===== src/rtl/keypad_entry.sv =====
// 4x4 matrix keypad scanner with debounced press/release detection.
// Each accepted key produces one write strobe; each completed release advances the digit index.
module keypad_entry #(
  parameter int SCAN_DIV       = 50000,
  parameter int DEBOUNCE_SCANS = 4
) (
  input  logic       clk,
  input  logic       reset,
  input  logic [3:0] rows,
  output logic [3:0] cols,
  output logic [3:0] num,
  output logic [2:0] sel,
  output logic       write,
  output logic       pressed
);

  localparam int DIV_W = $clog2(SCAN_DIV);
  localparam int CNT_W = $clog2(DEBOUNCE_SCANS + 1);
  localparam logic [DIV_W-1:0] DIV_LAST = DIV_W'(SCAN_DIV - 1);
  localparam logic [CNT_W-1:0] CNT_LAST = CNT_W'(DEBOUNCE_SCANS);
  localparam logic [CNT_W-1:0] CNT_ONE  = CNT_W'(1);

  typedef enum logic [1:0] {IDLE, DEBOUNCE, HELD, RELEASE} state_t;

  logic [3:0]       sync1_q, sync2_q;
  logic [DIV_W-1:0] div_q, div_d;
  logic [1:0]       col_q, col_d;
  logic             cand_vld_q, cand_vld_d;
  logic [3:0]       cand_key_q, cand_key_d;
  state_t           state_q, state_d;
  logic [CNT_W-1:0] cnt_q, cnt_d;
  logic [3:0]       key_q, key_d;
  logic [3:0]       num_q, num_d;
  logic [2:0]       sel_q, sel_d;
  logic             write_q, write_d;
  logic             inc_q, inc_d;

  logic             tick;
  logic             scan_end;
  logic             row_hit;
  logic [1:0]       row_idx;
  logic             res_vld;
  logic [3:0]       res_key;
  logic [CNT_W-1:0] cnt_inc;

  assign tick     = (div_q == DIV_LAST);
  assign scan_end = tick && (col_q == 2'd3);
  assign cnt_inc  = cnt_q + 1'b1;

  // Lowest-numbered low row wins within the active column.
  always_comb begin
    row_hit = 1'b0;
    row_idx = 2'd0;
    for (int r = 3; r >= 0; r--) begin
      if (!sync2_q[r]) begin
        row_hit = 1'b1;
        row_idx = 2'(r);
      end
    end
  end

  // res_* is the scan result including the current column's sample; column 0 starts fresh.
  always_comb begin
    div_d      = tick ? '0 : div_q + 1'b1;
    col_d      = tick ? col_q + 2'd1 : col_q;
    cand_vld_d = cand_vld_q;
    cand_key_d = cand_key_q;
    res_vld    = cand_vld_q;
    res_key    = cand_key_q;
    if (col_q == 2'd0) begin
      res_vld = 1'b0;
      res_key = 4'd0;
    end
    if (!res_vld && row_hit) begin
      res_vld = 1'b1;
      res_key = {row_idx, col_q};
    end
    if (tick) begin
      cand_vld_d = res_vld;
      cand_key_d = res_key;
    end
  end

  always_comb begin
    state_d = state_q;
    cnt_d   = cnt_q;
    key_d   = key_q;
    num_d   = num_q;
    write_d = 1'b0;
    inc_d   = 1'b0;
    sel_d   = inc_q ? sel_q + 3'd1 : sel_q;
    if (scan_end) begin
      case (state_q)
        IDLE: begin
          if (res_vld) begin
            key_d = res_key;
            cnt_d = CNT_ONE;
            if (DEBOUNCE_SCANS == 1) begin
              state_d = HELD;
              num_d   = res_key;
              write_d = 1'b1;
            end else begin
              state_d = DEBOUNCE;
            end
          end
        end
        DEBOUNCE: begin
          if (res_vld && (res_key == key_q)) begin
            cnt_d = cnt_inc;
            if (cnt_inc == CNT_LAST) begin
              state_d = HELD;
              num_d   = key_q;
              write_d = 1'b1;
            end
          end else begin
            state_d = IDLE;
          end
        end
        HELD: begin
          if (!res_vld) begin
            cnt_d = CNT_ONE;
            if (DEBOUNCE_SCANS == 1) begin
              state_d = IDLE;
              inc_d   = 1'b1;
            end else begin
              state_d = RELEASE;
            end
          end
        end
        RELEASE: begin
          if (!res_vld) begin
            cnt_d = cnt_inc;
            if (cnt_inc == CNT_LAST) begin
              state_d = IDLE;
              inc_d   = 1'b1;
            end
          end else begin
            state_d = HELD;
          end
        end
        default: state_d = IDLE;
      endcase
    end
  end

  always_ff @(posedge clk) begin
    if (reset) begin
      sync1_q    <= 4'hF;
      sync2_q    <= 4'hF;
      div_q      <= '0;
      col_q      <= 2'd0;
      cand_vld_q <= 1'b0;
      cand_key_q <= 4'd0;
      state_q    <= IDLE;
      cnt_q      <= '0;
      key_q      <= 4'd0;
      num_q      <= 4'd0;
      sel_q      <= 3'd0;
      write_q    <= 1'b0;
      inc_q      <= 1'b0;
    end else begin
      sync1_q    <= rows;
      sync2_q    <= sync1_q;
      div_q      <= div_d;
      col_q      <= col_d;
      cand_vld_q <= cand_vld_d;
      cand_key_q <= cand_key_d;
      state_q    <= state_d;
      cnt_q      <= cnt_d;
      key_q      <= key_d;
      num_q      <= num_d;
      sel_q      <= sel_d;
      write_q    <= write_d;
      inc_q      <= inc_d;
    end
  end

  assign cols    = ~(4'b0001 << col_q);
  assign num     = num_q;
  assign sel     = sel_q;
  assign write   = write_q;
  assign pressed = (state_q == HELD) || (state_q == RELEASE);

endmodule


===== config.mk =====
export PLATFORM = sky130hd
export DESIGN_NAME = keypad_entry
export DESIGN_NICKNAME = d
export VERILOG_FILES = /design/src/rtl/keypad_entry.sv
export SDC_FILE = /design/constraint.sdc
export NUM_CORES = 1
export LEC_CHECK = 0
export CAP_MARGIN = 5
export CORE_MARGIN = 3
export CORE_UTILIZATION = 30
export CTS_BUF_LIST = sky130_fd_sc_hd__clkbuf_2
export CTS_CLUSTER_SIZE = 14
export DETAILED_ROUTE_END_ITERATION = 8
export PLACE_DENSITY = 0.46
export SLEW_MARGIN = 10
export SYNTH_ARGS = -nofsm -noshare
export SYNTH_HDL_FRONTEND = slang
export SYNTH_SLANG_ARGS = --single-unit

===== constraint.sdc =====
create_clock -name clk -period 3.12 [get_ports clk]
set_input_delay 0.312 -clock clk [delete_from_list [all_inputs] [get_ports clk]]
set_output_delay 0.312 -clock clk [all_outputs]
set_load 0.05 [all_outputs]

### Word level (Yosys, flattened, before mapping)

Cells that the tools add are included.

* $add $sub $neg: 4
* eq/ne operators: 13
* shift operators: 1
* mux-type cells: 25
* bitwise gates (word level): 5
* reduce and logical (&&, ||, !) cells: 14

Operator list (number)
* $mux 2: 10
* $add 16x1->16 const B: 1
* $eq 16x16->1 const B: 1
* $mux 3: 4
* $pmux 3 s4: 1
* $reduce_and 5->1: 2
* $mux 4: 2
* $ne 2x2->1 const B: 4
* $pmux 2 s4: 1
* $reduce_or 4->1: 2
* $mux 1: 7
* $add 3x1->3 const B: 2
* $eq 2x2->1 const B: 3
* $ne 3x3->1 const B: 2
* $eq 4x4->1: 1
* $logic_not 2->1: 2
* $not 1->1: 4
* $not 4->4: 1
* $reduce_and 4->1: 1
* $shl 1x2->4 const A: 1
* $eq 3x3->1 const B: 1
* $logic_and 1x1->1: 3
* $reduce_and 3->1: 1
* $add 2x1->2 const B: 1
* 4 further kinds: 4

* register bits after elaboration: 49
* input bits: 6
* output and inout port bits: 13
* logic and storage cells: 75

### Logic depth before layout (Yosys ltp)

* depth after elaboration: 10
* depth in mapped cells: 8

### Least setup slack after synthesis

No wires, ideal clock.

* path kind: reg2reg
* start: reg col_q[0]
* end: reg cnt_q[0]
* arrival: 2.297 ns
* data required time: 2.996 ns
* setup slack: 0.699 ns
* cell stages (with the launch flop): 9
* period minus slack after synthesis: 2.421 ns
* cells stage by stage: dfxtp_1 > inv_1 > ha_1 > inv_1 > o211ai_1 > and3_1 > a211oi_2 > nand2_1 > o311a_2

* longest elaborated chain between the ends: 9
* elaborated cells on any way between the ends: 16

RTL lines
* from (decl): RTL line 27 `logic [1:0] col_q, col_d;`
* from (signal assigned): RTL line 165 `col_q <= col_d;`
* $logic_not 2->1: RTL line 70 `if (col_q == 2'd0) begin`
* $mux 1: RTL line 70
* $logic_not 1->1: RTL line 74 `if (!res_vld && row_hit) begin`
* $logic_and 1x1->1: RTL line 74
* $mux 4: RTL line 74
* $eq 4x4->1: RTL line 108 `if (res_vld && (res_key == key_q)) begin`
* $logic_and 1x1->1: RTL line 108
* $ne 2x2->1 (no source line)
* $reduce_and 5->1 (no source line) (*)
* to (signal assigned): RTL line 169 `cnt_q <= cnt_d;`
* to (decl): RTL line 31 `logic [CNT_W-1:0] cnt_q, cnt_d;`

Mark *: on every way between the ends. The rest lies on a longest branch, timed or not.
A chain may end at the register's enable or synchronous reset.

### Worst setup path in the final report

* start: reg col_q[1]
* end: reg cnt_q[0]

The elaborated chain is that of the path after synthesis.

==> qor.csv <==
metric,value,unit
share of layout cells above drive strength 1,0.0980,
hold_sp,rows[0],
VDD IR max,0.000212,V
P_int,0.727,mW
post-synthesis xor/xnor area fraction,0.0622,
Rel. slew slack,0.500,
routability cong.,0.807,
root buf cell,clkbuf_2,
post-synth top area share,0.410,
number of global-route vias before repair,1818,
Final #Nets,309,
CTS Hold Bufs,0,
Synth async-reset ratio,0,
clk sinks,49,
# Post-CTS Setup Buffers,0,
Port-buffer cells,18,
cts bufs inserted,5,
WL/cell,13.6,um
Slew Limit Fails,0,
synth top area cells,"dfxtp_1 41%, nor2_1 6.1%, ha_1 4.2%",
worst skew pair latency,0.42,ns
initial antenna violation count,0,
adder-cell share of the synthesized area,0.0418,
Tot GR Track Use,0.125,
multiplexer share of the synthesized area,0.0209,
hold crit path type,input port to flip-flop,
CTS tree,yes,
Detail Route Antenna Nets,0,
CP arrival,3.14,ns
worst hold endpoint,sync1_q[0]$_SDFF_PP1_,
Crit Path Max Fanout,6,
largest family of logic cells by synthesized area,simple AND/OR/NAND/NOR gates,
synthesized net count,290,
GRT Residual Overflow,0,
Final Util,0.363,
Core ar.,0.00749,mm2
antenna cell count,0,
Lkg Pwr,0.983,nW
via count,1945,
DRC,0,
die width,95.3,um
H-tree depth,2,
Max Freq,0.358,GHz
Synth Area in Compound Gates,0.147,
flip-flop and latch count after synthesis,49,
Required @ worst endpoint,3.46,ns
Clock transition at path regs,0.23,ns
power density over the cells,358,mW/mm2
drt pass-1 iters,4,
DRT iter0 DRCs,96,
switching power,0.245,mW
CP startpoint kind,flip-flop,
Syn Inst Count,276,
Initial Utilization,0.320,
Routed Wire Length,5360,um
critical path cell sequence,inv_1 > ha_1 > and2b_1 > a2111oi_0 > o21ai_0 > a211oi_2 > nand2_1 > o311a_2,
critical path class,flip-flop to flip-flop,
syn avg cell area,8.67,um2
Final Hold Viols,0,
clock power share,0.273,
vias per inst,4.92,
combinational share of power,0.068,
WHS,0.429,ns
first-pass GRT wire length,9000,um
r2r setup slk,0.32,ns
Reg power frac,0.659,
Synth Area in Simple Gates,0.280,
Synth Warn #,0,
max-cap viol count,0,
Worst Tran Pin Value,0.744,ns
fin crit period,2.80,ns
CP max stage delay,0.45,ns
die height,95.3,um
R2R Path End,cnt_q[0]$_SDFFE_PP0P_,
Worst R2R Path Depth,8,
Final period util,0.896,
crit end category,flip-flop,
Slowest cell on crit path,a2111oi_0,
Switching Fraction,0.252,
setup TNS,0,ns
clk_skew,0.00893,ns
Synth Cell Area,0.00239,mm2
Detail Placement HPWL,3910,um
Synth Flop Type,dfxtp_1,
Critical R2R Launch,col_q[1]$_SDFFE_PP0P_,
sequential fraction of the synthesis area,0.410,
number of synthesized flops with an enable pin,0,
RSZ-0062 raised after global routing,no,
Area Overhead vs Synth,13.5,%
post-CTS sizing,0,
largest net degree at the start of global routing,18,
clk buf depth,2,
"Distinct cells, synth",51,
Setup-failing EPs final,0,
dominant cell type by area after synthesis,dfxtp_1,
Top Ports,19,
hold path depth,2,
status,"finished, final reports clean",
FP Rows,31,
die footprint,0.00909,mm2
## stage by stage
step / power [mW] / instances / setup slack (ns) / instance area (um2)
after floorplan: 0.697 / 276 / 0.699 / 2390
after global placement: 0.719 / 387 / 0.445 / 2680
after detailed placement: 0.719 / 387 / 0.327 / 2680
after CTS: 0.987 / 395 / 0.312 / 2720
after global routing: 1.02 / 395 / 0.0538 / 2720
final: 0.972 / 395 / 0.324 / 2720
## worst max-delay path by stage
stage	start	endpoint
floorplan	col_q[0]$_SDFFE_PP0P_	cnt_q[0]$_SDFFE_PP0P_
global placement	col_q[1]$_SDFFE_PP0P_	cnt_q[0]$_SDFFE_PP0P_
detailed placement	col_q[1]$_SDFFE_PP0P_	cnt_q[0]$_SDFFE_PP0P_
CTS	col_q[1]$_SDFFE_PP0P_	cnt_q[0]$_SDFFE_PP0P_
global route	col_q[1]$_SDFFE_PP0P_	cnt_q[0]$_SDFFE_PP0P_
finish	col_q[1]$_SDFFE_PP0P_	cnt_q[0]$_SDFFE_PP0P_
## metal layers
layer  wire length, um  track usage
met1              2840        0.177
met2              2240        0.187
met3               199       0.0300
met4                78       0.0409
met5                 0            0
## worst max-delay path, delay by kind of cell (launching register included)
kind | cells | cell delay [ns]
compound gates | 4 | 1.57
fa+ha+maj | 1 | 0.21
buf+inv | 1 | 0.12
flops | 1 | 0.41
simple gates | 2 | 0.42
## sequential cells by signal, indices dropped and copies added, names as in the netlist
name,cells
col_q,2
num,4
inc_q,1
write,1
key_q,4
div_q,16
state_q,2
sel,3
sync1_q,4
cand_vld_q,1
sync2_q,4
cnt_q,3
cand_key_q,4
## power groups by stage
stage | logic [mW] | clock network (mW) | registers, mW
after floorplan | 0.0460 | 0 | 0.651
after global placement | 0.0663 | 0 | 0.653
after detailed placement | 0.0661 | 0 | 0.653
after CTS | 0.0666 | 0.279 | 0.641
after global routing | 0.0737 | 0.307 | 0.643
final | 0.0660 | 0.265 | 0.641
## final cells by class
type | instances | area (um2)
Inverter | 13 | 48.8
Clock buffer | 8 | 40.0
Multi-Input combinational cell | 205 | 1320
Timing Repair Buffer | 21 | 203
Sequential cell | 49 | 981
Tap cell | 99 | 124
Fill cell | 772 | 4770
## cells in the mapped netlist (3+ instances only)
cell / instances
nand2b_1: 3
nor2_1: 39
and2_1: 3
a211oi_1: 5
or2_2: 10
nand4_1: 7
nor3_1: 8
and3_1: 4
ha_1: 8
xnor2_1: 7
clkbuf_1: 6
xor2_1: 10
nor4_1: 3
nand3_1: 14
o31ai_1: 5
nand2_1: 20
mux2i_1: 5
a21oi_1: 14
inv_1: 13
o2111ai_1: 3
dfxtp_1: 49
o21ai_0: 5
## cell families (layout without fill, tap and decap cells)
logic type	after synthesis	in the layout
mux	5	5
buf+inv	22	42
compound gates	49	49
flops	49	49
simple gates	126	126
fa+ha+maj	8	8
xor+xnor	17	17
## cell usage in the layout, fill, tap and decap left out, types with 5 or more instances in the layout
cell             instances
dfxtp_1                 49
nor2_1                  39
nand2_1                 20
clkdlybuf4s50_1         18
a21oi_1                 14
nand3_1                 14
inv_1                   13
xor2_1                  10
or2_2                   10
nor3_1                   8
ha_1                     8
clkbuf_2                 8
nand4_1                  7
xnor2_1                  7
o21ai_0                  5
a211oi_1                 5
mux2i_1                  5
o31ai_1                  5
No activity file was read; power rests on OpenSTA's default activity.
